File: src/rtl/unary_add_pkg.sv
// Shared definitions for the unary adder scheduler.
// Holds the scheduler state encoding, the default counter and job-length
// widths, the client index constants and a small index-to-grant helper.
// The scheduler top and its round-robin arbiter both import this package.
package unary_add_pkg;

    localparam int CNT_W_DEF = 12;
    localparam int LEN_W_DEF = 8;

    localparam logic CLIENT0 = 1'b0;
    localparam logic CLIENT1 = 1'b1;

    typedef enum logic [2:0] {
        ST_IDLE   = 3'd0,
        ST_FEED   = 3'd1,
        ST_DRAIN0 = 3'd2,
        ST_DRAIN  = 3'd3,
        ST_DONE   = 3'd4
    } state_t;

    // One-hot grant vector for a client index.
    function automatic logic [1:0] id_to_onehot(input logic id);
        return (id == CLIENT1) ? 2'b10 : 2'b01;
    endfunction

endpackage

File: src/rtl/unary_add_sched_rr_arb2.sv
// rr_arb2: two-way round-robin arbiter.
// Ports:
//   clk, rst  - clock, asynchronous active-high reset
//   req[1:0]  - request vector, bit i is client i
//   upd       - strobe: a job for client upd_id has just finished
//   upd_id    - index of the client that was just served
//   gnt[1:0]  - combinational one-hot grant (all zero when nothing requests)
//   gnt_id    - index matching gnt (CLIENT0 when no request)
// The priority pointer names the client that wins a tie; after reset it
// favours client 0 and after each served job it moves to the other client.
module rr_arb2
    import unary_add_pkg::*;
(
    input  logic       clk,
    input  logic       rst,
    input  logic [1:0] req,
    input  logic       upd,
    input  logic       upd_id,
    output logic [1:0] gnt,
    output logic       gnt_id
);

    logic prio_q;
    logic prio_d;

    // A lone requester always wins; only a tie consults the pointer.
    always_comb begin
        gnt    = 2'b00;
        gnt_id = CLIENT0;
        case (req)
            2'b01: begin
                gnt    = 2'b01;
                gnt_id = CLIENT0;
            end
            2'b10: begin
                gnt    = 2'b10;
                gnt_id = CLIENT1;
            end
            2'b11: begin
                gnt    = id_to_onehot(prio_q);
                gnt_id = prio_q;
            end
            default: begin
                gnt    = 2'b00;
                gnt_id = CLIENT0;
            end
        endcase
    end

    // The client just served loses priority to the other one.
    always_comb begin
        prio_d = prio_q;
        if (upd) begin
            prio_d = ~upd_id;
        end
    end

    always_ff @(posedge clk or posedge rst) begin
        if (rst) begin
            prio_q <= CLIENT0;
        end else begin
            prio_q <= prio_d;
        end
    end

endmodule

File: src/rtl/unary_add_sched.sv
// unary_add_sched: shares one unary adder core between two clients.
// A job is granted round-robin, then the winner's serial A/B bits are fed to
// the core for len beats (accumulate), after which the core is drained and
// its unary count is counted back into a binary result.
// Ports:
//   clk, rst            - clock, asynchronous active-high reset
//   req[1:0]            - per-client level request
//   len0, len1          - feed-beat count per client, sampled at grant
//   a0, b0, a1, b1      - client serial operand bits, consumed when beat=1
//   gnt[1:0]            - one-hot grant, held for the whole job
//   beat                - this cycle consumes the granted client's a/b
//   done                - one-cycle job-complete pulse
//   res                 - drained count, held until the next done
//   ovf                 - core carry seen during the job
//   res_id              - client index of the completed job
//   core_en, core_rw    - core enable and mode (0 accumulate, 1 drain)
//   core_a, core_b      - operand bits to the core
//   core_dout, core_c   - registered core drain bit and carry
module unary_add_sched
    import unary_add_pkg::*;
#(
    parameter int CNT_W = CNT_W_DEF,
    parameter int LEN_W = LEN_W_DEF
) (
    input  logic             clk,
    input  logic             rst,
    input  logic [1:0]       req,
    input  logic [LEN_W-1:0] len0,
    input  logic [LEN_W-1:0] len1,
    input  logic             a0,
    input  logic             b0,
    input  logic             a1,
    input  logic             b1,
    output logic [1:0]       gnt,
    output logic             beat,
    output logic             done,
    output logic [CNT_W-1:0] res,
    output logic             ovf,
    output logic             res_id,
    output logic             core_en,
    output logic             core_rw,
    output logic             core_a,
    output logic             core_b,
    input  logic             core_dout,
    input  logic             core_c
);

    state_t             state_q,   state_d;
    logic [1:0]         gnt_q,     gnt_d;
    logic               beat_q,    beat_d;
    logic               done_q,    done_d;
    logic [CNT_W-1:0]   res_q,     res_d;
    logic               ovf_q,     ovf_d;
    logic               res_id_q,  res_id_d;
    logic               core_en_q, core_en_d;
    logic               core_rw_q, core_rw_d;
    logic               win_id_q,  win_id_d;
    logic [LEN_W-1:0]   len_cnt_q, len_cnt_d;
    logic [CNT_W-1:0]   cnt_q,     cnt_d;
    logic               ovf_acc_q, ovf_acc_d;

    logic [1:0]         arb_gnt;
    logic               arb_id;
    logic [LEN_W-1:0]   len_sel;

    // The pointer moves during the DONE cycle so the following IDLE cycle
    // already sees the served client demoted.
    rr_arb2 u_arb (
        .clk    (clk),
        .rst    (rst),
        .req    (req),
        .upd    (state_q == ST_DONE),
        .upd_id (win_id_q),
        .gnt    (arb_gnt),
        .gnt_id (arb_id)
    );

    // Next-state and datapath logic. Every output is registered from a value
    // derived from state_d, so outputs line up with the state they describe.
    always_comb begin
        state_d   = state_q;
        gnt_d     = gnt_q;
        res_d     = res_q;
        ovf_d     = ovf_q;
        res_id_d  = res_id_q;
        win_id_d  = win_id_q;
        len_cnt_d = len_cnt_q;
        cnt_d     = cnt_q;
        ovf_acc_d = ovf_acc_q;
        len_sel   = (arb_id == CLIENT1) ? len1 : len0;

        case (state_q)
            ST_IDLE: begin
                if (|req) begin
                    win_id_d  = arb_id;
                    gnt_d     = arb_gnt;
                    len_cnt_d = len_sel;
                    cnt_d     = '0;
                    ovf_acc_d = 1'b0;
                    state_d   = (len_sel != '0) ? ST_FEED : ST_DRAIN0;
                end
            end
            ST_FEED: begin
                ovf_acc_d = ovf_acc_q | core_c;
                len_cnt_d = len_cnt_q - LEN_W'(1);
                if (len_cnt_q == LEN_W'(1)) begin
                    state_d = ST_DRAIN0;
                end
            end
            ST_DRAIN0: begin
                // The carry of the last feed beat only shows up here.
                ovf_acc_d = ovf_acc_q | core_c;
                state_d   = ST_DRAIN;
            end
            ST_DRAIN: begin
                if (core_dout) begin
                    cnt_d = cnt_q + CNT_W'(1);
                end else begin
                    state_d  = ST_DONE;
                    res_d    = cnt_q;
                    ovf_d    = ovf_acc_q;
                    res_id_d = win_id_q;
                    gnt_d    = 2'b00;
                end
            end
            ST_DONE: begin
                state_d = ST_IDLE;
            end
            default: begin
                state_d = ST_IDLE;
                gnt_d   = 2'b00;
            end
        endcase

        beat_d    = (state_d == ST_FEED);
        core_en_d = (state_d inside {ST_FEED, ST_DRAIN0, ST_DRAIN});
        core_rw_d = (state_d inside {ST_DRAIN0, ST_DRAIN});
        done_d    = (state_d == ST_DONE);
    end

    // State and output registers; reset must match the core's own reset.
    always_ff @(posedge clk or posedge rst) begin
        if (rst) begin
            state_q   <= ST_IDLE;
            gnt_q     <= 2'b00;
            beat_q    <= 1'b0;
            done_q    <= 1'b0;
            res_q     <= '0;
            ovf_q     <= 1'b0;
            res_id_q  <= CLIENT0;
            core_en_q <= 1'b0;
            core_rw_q <= 1'b0;
            win_id_q  <= CLIENT0;
            len_cnt_q <= '0;
            cnt_q     <= '0;
            ovf_acc_q <= 1'b0;
        end else begin
            state_q   <= state_d;
            gnt_q     <= gnt_d;
            beat_q    <= beat_d;
            done_q    <= done_d;
            res_q     <= res_d;
            ovf_q     <= ovf_d;
            res_id_q  <= res_id_d;
            core_en_q <= core_en_d;
            core_rw_q <= core_rw_d;
            win_id_q  <= win_id_d;
            len_cnt_q <= len_cnt_d;
            cnt_q     <= cnt_d;
            ovf_acc_q <= ovf_acc_d;
        end
    end

    // Operand bits pass straight through from the winner, gated to beats.
    assign core_a  = beat_q & ((win_id_q == CLIENT1) ? a1 : a0);
    assign core_b  = beat_q & ((win_id_q == CLIENT1) ? b1 : b0);

    assign gnt     = gnt_q;
    assign beat    = beat_q;
    assign done    = done_q;
    assign res     = res_q;
    assign ovf     = ovf_q;
    assign res_id  = res_id_q;
    assign core_en = core_en_q;
    assign core_rw = core_rw_q;

endmodule

File: config.mk
export PLATFORM = sky130hd
export DESIGN_NAME = unary_add_sched
export DESIGN_NICKNAME = d
export VERILOG_FILES = /design/src/rtl/unary_add_pkg.sv /design/src/rtl/unary_add_sched_rr_arb2.sv /design/src/rtl/unary_add_sched.sv
export SDC_FILE = /design/constraint.sdc
export NUM_CORES = 1
export LEC_CHECK = 0
export CAP_MARGIN = 20
export CORE_UTILIZATION = 25
export DETAILED_ROUTE_END_ITERATION = 16
export PLACE_DENSITY = 0.52
export SETUP_SLACK_MARGIN = 0.02
export SYNTH_ARGS = -nofsm -noshare
export SYNTH_HDL_FRONTEND = slang
export SYNTH_SLANG_ARGS = --single-unit
File: constraint.sdc
create_clock -name clk -period 1.7 [get_ports clk]
set_input_delay 0.51 -clock clk [delete_from_list [all_inputs] [get_ports clk]]
set_output_delay 0.51 -clock clk [all_outputs]
set_load 0.05 [all_outputs]
Yosys cells after proc, flatten, opt, wreduce, memory -nomap -nowiden
Index checks and enable logic that the tools add are counted.
{"block": "totals", "register_bits": 46, "wordCells": 74, "input_bits": 26}
{"block": "op_classes", "n_mux": 21, "addsub": 2, "bitwise": 6, "n_reduce_logical": 16, "n_eq_ne": 15}
{"cell": "two-way mux 12 bit", "n": 2}
{"cell": "case mux 12 bit (2 select lines)", "n": 1}
{"cell": "two-way mux 8 bit", "n": 2}
{"cell": "case mux 8 bit (2 select lines)", "n": 1}
{"cell": "adder 12 x 1 -> 12 bit, second input constant", "n": 1}
{"cell": "equality test 3 x 2 -> 1 bit, second input constant", "n": 4}
{"cell": "case mux 2 bit (3 select lines)", "n": 2}
{"cell": "case mux 3 bit (4 select lines)", "n": 1}
{"cell": "two-way mux 3 bit", "n": 3}
{"cell": "equality test 8 x 1 -> 1 bit, second input constant", "n": 1}
{"cell": "two-way mux 2 bit", "n": 4}
{"cell": "AND reduction 2 bit", "n": 4}
{"cell": "nonzero test 2 bit", "n": 4}
{"cell": "nonzero test 8 bit", "n": 1}
{"cell": "subtractor 8 x 1 -> 8 bit, second input constant", "n": 1}
{"cell": "equality test 3 x 1 -> 1 bit, second input constant", "n": 2}
{"cell": "equality test 3 bit, second input constant", "n": 2}
{"cell": "!= test 2 bit, second input constant", "n": 3}
{"cell": "AND reduction 3 bit", "n": 2}
{"cell": "equality test 2 bit, second input constant", "n": 2}
{"cell": "case mux 1 bit (2 select lines)", "n": 2}
{"cell": "OR reduction 2 bit", "n": 2}
{"cell": "logical NOT 3 bit", "n": 1}
{"cell": "two-way mux 1 bit", "n": 3}
{"cell": "6 further kinds", "n": 9}

Longest topological paths before layout
Gate-level depths: netlist (run 1).
{"block": "depth", "ltp_word": 9, "depth_mapped": 7, "ltp_nobuf": 5}

Hierarchy
A second synthesis (run 1) with hierarchy kept.
{"block": "hier_totals", "cells_unflattened": 227, "hier_area_um2": 2351.0}
{"mod": "unary_add_sched", "area_per_inst_um2": 2287.2, "instances": 1, "cells_each": 219, "seq_area_each_um2": 1126.1}
{"mod": "rr_arb2", "area_per_inst_um2": 63.8, "instances": 1, "cells_each": 8, "seq_area_each_um2": 25.0}

Worst setup path before layout (run 1)
OpenSTA, ideal clock, no wires.
{"block": "synth_timing", "kind": "reg2out", "from": "register beat_q (netlist: beat)", "to": "output core_a", "path_stages_with_launch": 2, "path_buffers": 0, "path_slack_ns": -0.208, "arrival_time_ns": 1.398, "required_ns": 1.190, "cell_sequence": "dfrtp_1 nor2b_1"}
{"block": "synth_via", "elab_chain_cells": 1}
{"element": "from (decl)", "line_no": "unary_add_sched.sv:50", "text": "logic beat_q, beat_d;"}
{"element": "from (signal assigned)", "line_no": "unary_add_sched.sv:160", "text": "beat_q <= beat_d;"}
{"element": "AND 1 bit", "line_no": "unary_add_sched.sv:175", "text": "assign core_a = beat_q & ((win_id_q == CLIENT1) ? a1 : a0);"}
{"element": "to (decl)", "line_no": "unary_add_sched.sv:42", "text": "output logic core_a,"}
Every way passes these cells.

Worst setup path in the final report (run 1)
{"block": "layout_timing", "from": "register win_id_q", "to": "output core_b"}
{"block": "layout_via", "elab_chain_cells": 2}
{"element": "from (decl)", "line_no": "unary_add_sched.sv:57", "text": "logic win_id_q, win_id_d;"}
{"element": "from (signal assigned)", "line_no": "unary_add_sched.sv:167", "text": "win_id_q <= win_id_d;"}
{"element": "two-way mux 1 bit", "line_no": "unary_add_sched.sv:176", "text": "assign core_b = beat_q & ((win_id_q == CLIENT1) ? b1 : b0);"}
{"element": "AND 1 bit", "line_no": "unary_add_sched.sv:176"}
{"element": "to (decl)", "line_no": "unary_add_sched.sv:43", "text": "output logic core_b,"}
Every way passes these cells.

==> results.md, run 1 <==
- The run finished, with violations left.
- The checks that failed: DRC, setup timing.
- The via density per instance is 4.96.
- For this run, the leading register cell type out of synthesis is sky130_fd_sc_hd__dfrtp_1.
- The worst slew margin relative to its limit is 0.775.
- Counting flops with a built-in enable in the synthesized netlist gives 0.
- The share of the clock period used by the worst path is 1.02.
- The leakage power of the design is 0.00157 µW.
- Before antenna repair, the detailed router went through 10 iterations.
- Row generation in the floorplan step produced 34 rows.
- Clock skew on the completed layout was measured at 5.63 ps.
- Dividing the detail-routed wire length by the instance count gives 14.1 µm.
- After clock tree synthesis, the clock-pin slew on the worst setup and hold paths is 80 ps.
- The maximum number of buffers from clock root to sink is 2.
- The insertion delay of the later-clocked pin in the worst-skew pair is 300 ps.
- For the worst flop-to-flop path, the logic depth is 5.
- 0 antenna diodes ended up in the layout.
- The area of the placeable core is 8810 µm².
- The cell area after synthesis is 2310 µm².
- In this run the critical register-to-register path is captured at cnt_q[3].
- The count of unresolved DRC violations after routing is 3.
- The clock tree from TritonCTS is built.
- The via count of the first global-routing pass was 2026.
- The detailed-route wire length is 5690 µm.
- The worst hold path was traced through 2 stages.
- For the pin with the worst max-slew slack, the measured transition is 337 ps.
- Each instance of the synthesized netlist takes up on average 10.8 µm².
- After clock tree synthesis, the flow added hold-fix buffers numbering 0.
- The worst register-to-register path has a setup slack of 70 ps.
- The worst hold-check path type is flop to flop.
- The clock net sink count is 46.
- TritonCTS created 5 clock buffers.
- The critical path required time is 1190 ps.
- The global-route wire length before repair is 9670 µm.
- The post-route cell area is 3590 µm².
- The origin of the critical flop-to-flop path is state_q[1].
- In this run the number of H-tree levels came out at 2.
- Routability-driven placement finished with a final weighted congestion of 0.728.
- The top-area cell type share of the netlist area is 0.499.
- The kind of start point of the critical path is a flop.
- Timing would allow up to 0.579 GHz.
- The cell type with the largest total area after synthesis is sky130_fd_sc_hd__dfrtp_1.
- Before CTS, the worst setup slack after placement is -454 ps.
- For this block, the via count after detailed routing is 1993.
- The maximum fanout along the worst path is 4.
- The die covers 9610 µm².
- Once placement finished, the instance area stood at 3350 µm².
- Yosys printed 0 warnings.
- The share of final-layout standard cells stronger than drive strength 1 is 0.371.
- The final HPWL from detailed placement is 4140 µm.
- In this run the clock root is driven by a sky130_fd_sc_hd__clkbuf_8.
- The origin of the worst min-delay path is ovf_acc_q.
- The worst hold path terminates at ovf_acc_q.
- Entering global routing, the biggest net connects 47 pins.
- The number of max-slew violations in the final report is 0.
- The residual overflow from global routing is 0.
- The post-synthesis async set-or-reset flop share is 1.00.
- The number of antenna violations at the first check in global routing is 0.
- 48 I/O pins were placed.
- The tool flagged a number of max-cap violations equal to 0.
- The critical path in this run is classified as flop to primary output.
- The area growth from synthesis to layout is 55.5%.
- The share of the Yosys chip area taken by registers is 0.499.
- The minimum clock period after layout is 1730 ps.
- The initial utilization of the core area, before any placement, comes to 0.262.
- The number of storage elements in the synthesis netlist is 46.
- The number of nets handed over by synthesis was 242.
- Sorting the synthesized cells by area gives the leading types as sky130_fd_sc_hd__dfrtp_1 (50%), sky130_fd_sc_hd__mux2_2 (7.3%), sky130_fd_sc_hd__mux2i_1 (3.5%), sky130_fd_sc_hd__o31ai_1 (2.9%), sky130_fd_sc_hd__a21oi_1 (2.6%).
- IR analysis of the VDD net gives a maximum drop of 0.269 mV.
- STA puts the critical path data arrival time at 1220 ps.
- The count of endpoints failing setup in the final report is 2.
- The final layout contains 322 nets.
- The number of distinct library cell variants in the gate-level netlist after synthesis is 49.
- The slack of the critical path is -28.0 ps.
- The final-report hold violation count is 0.
- The die is 98.0 µm tall.
- In this run, the number of DRC markers left after iteration 0 of detailed routing was 82.
- Port buffering added 47 buffers.
- The number of nets with antenna violations after routing is 0.
- Setup repair after global routing could not meet its margin everywhere.
- At the end of the flow the core is filled with cells to 0.407.
- The cell count after synthesis is 213.
- The sort of element at the end of the critical path is a primary output.
- The horizontal die dimension is 98.0 µm.
- Power spread over the standard cell area amounts to 543 nW/µm².
- The overall global routing resource usage is 0.126.
through the flow:
stage          TNS, ps  power [µW]  std cells  hold slack (ps)
6_report         -32.8        1950        402              513
5_1_grt           -156        2030        402              550
4_1_cts          -55.5        1980        400              516
3_5_place_dp    -15260        1280        388              496
3_3_place_gp    -14460        1280        388              482
2_1_floorplan        0        1170        213              457
worst max-delay path, stage by stage (launching register included):
cell and delay [ps]:
sky130_fd_sc_hd__dfrtp_2 450, sky130_fd_sc_hd__mux2i_4 200, sky130_fd_sc_hd__nor2b_4 130, sky130_fd_sc_hd__buf_12 140
where the power goes:
group / internal [µW] / total (µW) / leakage (µW) / switching, µW
clock network: 329 / 688 / 0.0000482 / 359
logic: 91.5 / 166 / 0.000928 / 74.9
registers: 1090 / 1090 / 0.000592 / 0.0000000000000626
total: 1510 / 1950 / 0.00157 / 434
repair_timing:
action / CTS / global route
pin swaps: 4 / 6
endpoints found under the setup margin: 38 / 16
setup buffers: 2 / 2
gates cloned: 2 / 0
gates resized for setup: 15 / 17
state kept, by name, indices dropped and copies added, names as in the netlist:
name / cells
ovf: 1
cnt_q: 12
res: 12
u_arb.prio_q: 1
win_id_q: 1
core_en: 1
beat: 1
core_rw: 1
state_q: 3
done: 1
ovf_acc_q: 1
res_id: 1
gnt: 2
len_cnt_q: 8
synthesized netlist by cell type (3+ instances only):
master,number
sky130_fd_sc_hd__o221ai_1,5
sky130_fd_sc_hd__o21ai_0,8
sky130_fd_sc_hd__ha_1,3
sky130_fd_sc_hd__inv_1,10
sky130_fd_sc_hd__nand3_1,6
sky130_fd_sc_hd__nand2b_1,3
sky130_fd_sc_hd__clkbuf_1,5
sky130_fd_sc_hd__nor2_1,6
sky130_fd_sc_hd__or4_1,8
sky130_fd_sc_hd__mux2_2,15
sky130_fd_sc_hd__mux2i_1,8
sky130_fd_sc_hd__buf_2,3
sky130_fd_sc_hd__nor2b_1,3
sky130_fd_sc_hd__o211ai_1,6
sky130_fd_sc_hd__o31ai_1,9
sky130_fd_sc_hd__or3_1,3
sky130_fd_sc_hd__dfrtp_1,46
sky130_fd_sc_hd__a21oi_1,12
sky130_fd_sc_hd__nor4_1,6
sky130_fd_sc_hd__nand2_1,14
per-layer routing:
layer / share of wire / up-vias / global-route usage
li1: - / 967 / -
met5: 0 / - / 0
met1: 0.45 / 976 / 0.162
met2: 0.50 / 41 / 0.207
met3: 0.040 / 9 / 0.0265
met4: 0.015 / 0 / 0.0455
final cells by class:
class | instances | area (µm²)
Multi-Input combinational cell | 147 | 1160
Fill cell | 845 | 5220
Sequential cell | 46 | 1160
Timing Repair Buffer | 83 | 1000
Clock buffer | 7 | 86.3
Clock inverter | 1 | 5.00
Inverter | 10 | 37.5
Tap cell | 108 | 135
worst max path at each step:
stage | from | to | slack, ps
global placement | req[0] | len_cnt_q[5] | -420
global route | win_id_q | core_b | -90
CTS | win_id_q | core_b | -40
floorplan | beat | core_a | 10
finish | win_id_q | core_b | -30
detailed placement | req[0] | cnt_q[11] | -450
layout by cell type, fill, tap and decap left out, drive strengths merged, types with 2 or more instances in the layout:
cell type and n:
buf 57, dfrtp 46, clkdlybuf4s50 16, mux2 15
nand2 14, a21oi 12, inv 10, o31ai 9
mux2i 8, o21ai 8, or4 8, clkbuf 8
dlygate4sd2 7, nor2 7, o211ai 6, nand3 6
nor4 6, o221ai 5, or3 3, ha 3
nor2b 3, nand2b 3, nor3 3, and3 2
a221o 2, a31oi 2, dlymetal6s2s 2, or2 2
nor3b 2, and2 2
cell families after synthesis:
family          after synthesis  share of synthesized area
mux                          23                      0.108
compound gates               53                      0.162
flops                        46                      0.499
simple gates                 67                      0.171
fa+ha+maj                     3                     0.0163
xor+xnor                      1                    0.00380
buf+inv                      20                     0.0391
Note: power is estimated with default switching activity, not from simulation.
==> inputs of run 2 (changes only) <==
- CAP_MARGIN: 20 -> 0
- CELL_PAD_IN_SITES_DETAIL_PLACEMENT: not set -> 0
- CELL_PAD_IN_SITES_GLOBAL_PLACEMENT: not set -> 2
- PLACE_DENSITY: 0.52 -> 0.72
==> run 2 against run 1 <==
  * The flow still finishes with violations (DRC, setup timing)
  * Core utilization did not move
  * Combinational power barely moved
  * Design area did not move
  * Largest power group unchanged
  * Highest routed layer unchanged
  * Cell count rose by 0.25%
  * Sequential power barely moved
  * Power rose by 5.7%
  * First-iteration DRC count rose by 33%
  * Via count fell by 1.6%
  * Flip-flop and latch count did not move
  * Clock skew rose by 5.7 ps
  * Sequential share of layout area barely moved
==> results.md, run 2 (synthesis results as in run 1) <==
- The buffering stage count on the worst path with inverters included is 1 (unchanged).
- In this run the clock root is driven by a sky130_fd_sc_hd__clkbuf_8.
- The horizontal die dimension is 98.0 µm (unchanged).
- The violation count after the first detailed-route iteration is 109 (+33%).
- The number of nets with antenna violations after routing came to 0 (unchanged).
- The via density per instance was 4.87 (-1.8%).
- The number of antenna violations at the first check in global routing is 0 (unchanged).
- The maximum resistive drop on vdd is 0.398 mV (+48%).
- The worst clock skew is 11.3 ps (+5.71 ps).
- Traced cell by cell, the critical path runs through mux2i_4, nor2b_4, buf_12.
- The flow ran to the end, but the final reports show violations.
- The slowest stage of the critical path belongs to the cell sky130_fd_sc_hd__dfrtp_2.
- The global placement routability congestion was 0.752 (+3.3%).
- The clock net sink count is 46 (unchanged).
- The top cell types in the final layout, fill and taps aside, are sky130_fd_sc_hd__dfrtp_1 (43), sky130_fd_sc_hd__buf_4 (32), sky130_fd_sc_hd__buf_12 (25).
- The final-layout fill cell count is 832 (-1.5%).
- The slack of the critical path is -11.9 ps (+16.1 ps).
- The via count of the first global-routing pass was 1991 (-1.7%).
- The post-route non-filler standard cell count came to 403 (+0.25%).
- The die span in y came to 98.0 µm (unchanged).
- The clock transition time at the flip-flop clock pins of the worst setup and hold paths is 90 ps (about the same).
- The kind of cell with the highest combined delay along the critical path is flip-flops.
- The insertion delay of the later-clocked pin in the worst-skew pair came to 290 ps (about the same).
- The areal power density over the cells came to 574 nW/µm² (+5.7%).
- The share of the clock period used by the worst path came to 1.01 (-0.00947).
- The worst setup path is launched from a flop.
- The number of buffers inserted for hold repair after clock tree synthesis is 0 (unchanged).
- The overall via count from detail_route is 1962 (-1.6%).
- The final HPWL from detailed placement is 4210 µm (+1.7%).
- The number of rows created at floorplan was 34 (unchanged).
- The final standard cell utilization of the core is 0.407 (unchanged).
- The highest attainable clock frequency came to 0.584 GHz (+0.94%).
- The type of the worst setup path is flop to primary output.
- STA classifies the critical path endpoint as a primary output.
- The detailed-route wire length came to 5760 µm (+1.3%).
- The number of placed instances, taps included is 388 (unchanged).
- The share of final-layout standard cells stronger than drive strength 1 is 0.339 (-0.0318).
- The critical path required time is 1190 ps (about the same).
- The global-route wire length before repair is 9650 µm (-0.21%).
- The biggest cell delay along the critical path is 450 ps (about the same).
- The area of the placeable core is 8810 µm² (unchanged).
- Setup repair after global routing could not meet its margin everywhere.
- The number of max-slew violations in the final report came to 0 (unchanged).
- The area of the die came to 9610 µm² (unchanged).
- The minimum clock period after layout is 1710 ps (-16.1 ps).
- The maximum number of buffers from clock root to sink is 2 (unchanged).
- The number of H-tree levels was 2 (unchanged).
- The length of the first detailed-routing pass in iterations is 10 (unchanged).
- The worst hold-check path type is input port to asynchronous set/reset pin.
- The overall global routing resource usage is 0.126 (+0.000404).
- The number of buffers created by CTS is 5 (unchanged).
- The maximum fanout along the worst path was 3 (-1).
- Leaving out fill and tap cells, the most frequent cell in the layout is sky130_fd_sc_hd__dfrtp_1.
- The average routed wire per standard cell is 14.3 µm (+1.1%).
- The largest net degree at the start of global routing is 25 (-47%).
- The critical path arrival is 1200 ps (-20 ps).
- The max-cap check violation count is 0 (unchanged).
- The net count reported at finish was 323 (+0.31%).
- The area overhead of the layout relative to synthesis is 55.5% (unchanged).
- The leakage power of the design came to 0.00155 µW (-0.86%).
- The overall power came to 2060 µW (+5.7%).
- The antenna diode count is 0 (unchanged).
- TritonCTS built the clock tree.
- The residual overflow from global routing is 0 (unchanged).
- The setup slack after placement was -462 ps (-7.82 ps).
- The transition time at the pin with the least slew margin came to 353 ps (+15.4 ps).
- The count of unresolved DRC violations after routing is 1 (-2).
- The final reports fail on DRC, setup timing.
- The final-report hold violation count is 0 (unchanged).
- The count of buffers inserted at the top-level ports is 47 (unchanged).
- The I/O pin count is 48 (unchanged).
- The count of endpoints failing setup in the final report is 1 (-1).
- The initial core utilization came to 0.262 (unchanged).
- The worst slew margin relative to its limit is 0.763 (-0.0125).
run 2: path summary, 6_finish.rpt:
kind / cells after the start / slack (ps) / to / startpoint
setup / recovery: 3 / -10 / core_b / win_id_q
hold / removal: 2 / 470 / len_cnt_q[1] / rst
setup reg to reg: 5 / 100 / cnt_q[9] / state_q[0]
hold reg to reg: 2 / 510 / ovf_acc_q / ovf_acc_q
max in group asynchronous: 3 / 810 / cnt_q[1] / rst
min in group clk: 2 / 510 / ovf_acc_q / ovf_acc_q
run 2: report_power, final:
part           leakage, µW      switching (µW)  internal [µW]
Clock            0.0000524                 356            440
Sequential        0.000593  0.0000000000000597           1090
Combinational     0.000909                75.5           93.1
run 2: worst reg2reg max path, delay by kind of cell, from the launching register on:
family,cells,cell delay [ps]
simple gates,2,670
flops,1,460
compound gates,2,230
buf+inv,1,160
run 2: cell type report:
type	instances	area [µm²]	area share
Sequential cell	46	1150	0.322
Multi-Input combinational cell	147	1130	0.316
Timing Repair Buffer	84	1020	0.284
Tap cell	108	135	0.0377
Clock buffer	7	76.3	0.0213
Inverter	10	37.5	0.0105
Clock inverter	1	30.0	0.00837
run 2: metal layers:
metal,share of wire,track usage,vias up
met1,0.48,0.167,957
met3,0.036,0.0272,5
met2,0.47,0.206,29
met5,0,0,-
li1,-,-,971
met4,0.0099,0.0385,0
run 2: stage by stage:
| step | TNS [ps] | area (µm²) | hold WS (ps) |
|---|---|---|---|
| floorplan | 0 | 2330 | 457 |
| global placement | -14980 | 3360 | 475 |
| detailed placement | -15570 | 3360 | 488 |
| CTS | -13.5 | 3540 | 472 |
| global route | -138 | 3590 | 490 |
| finish | -11.9 | 3590 | 470 |
run 2: repair_timing:
item                                    4_1_cts  5_1_grt
endpoints found under the setup margin       40       18
pin swaps                                     5        2
endpoints found under the hold margin         0        0
setup buffers                                 3        2
gates resized for setup                      13        9
gates cloned                                  2        0
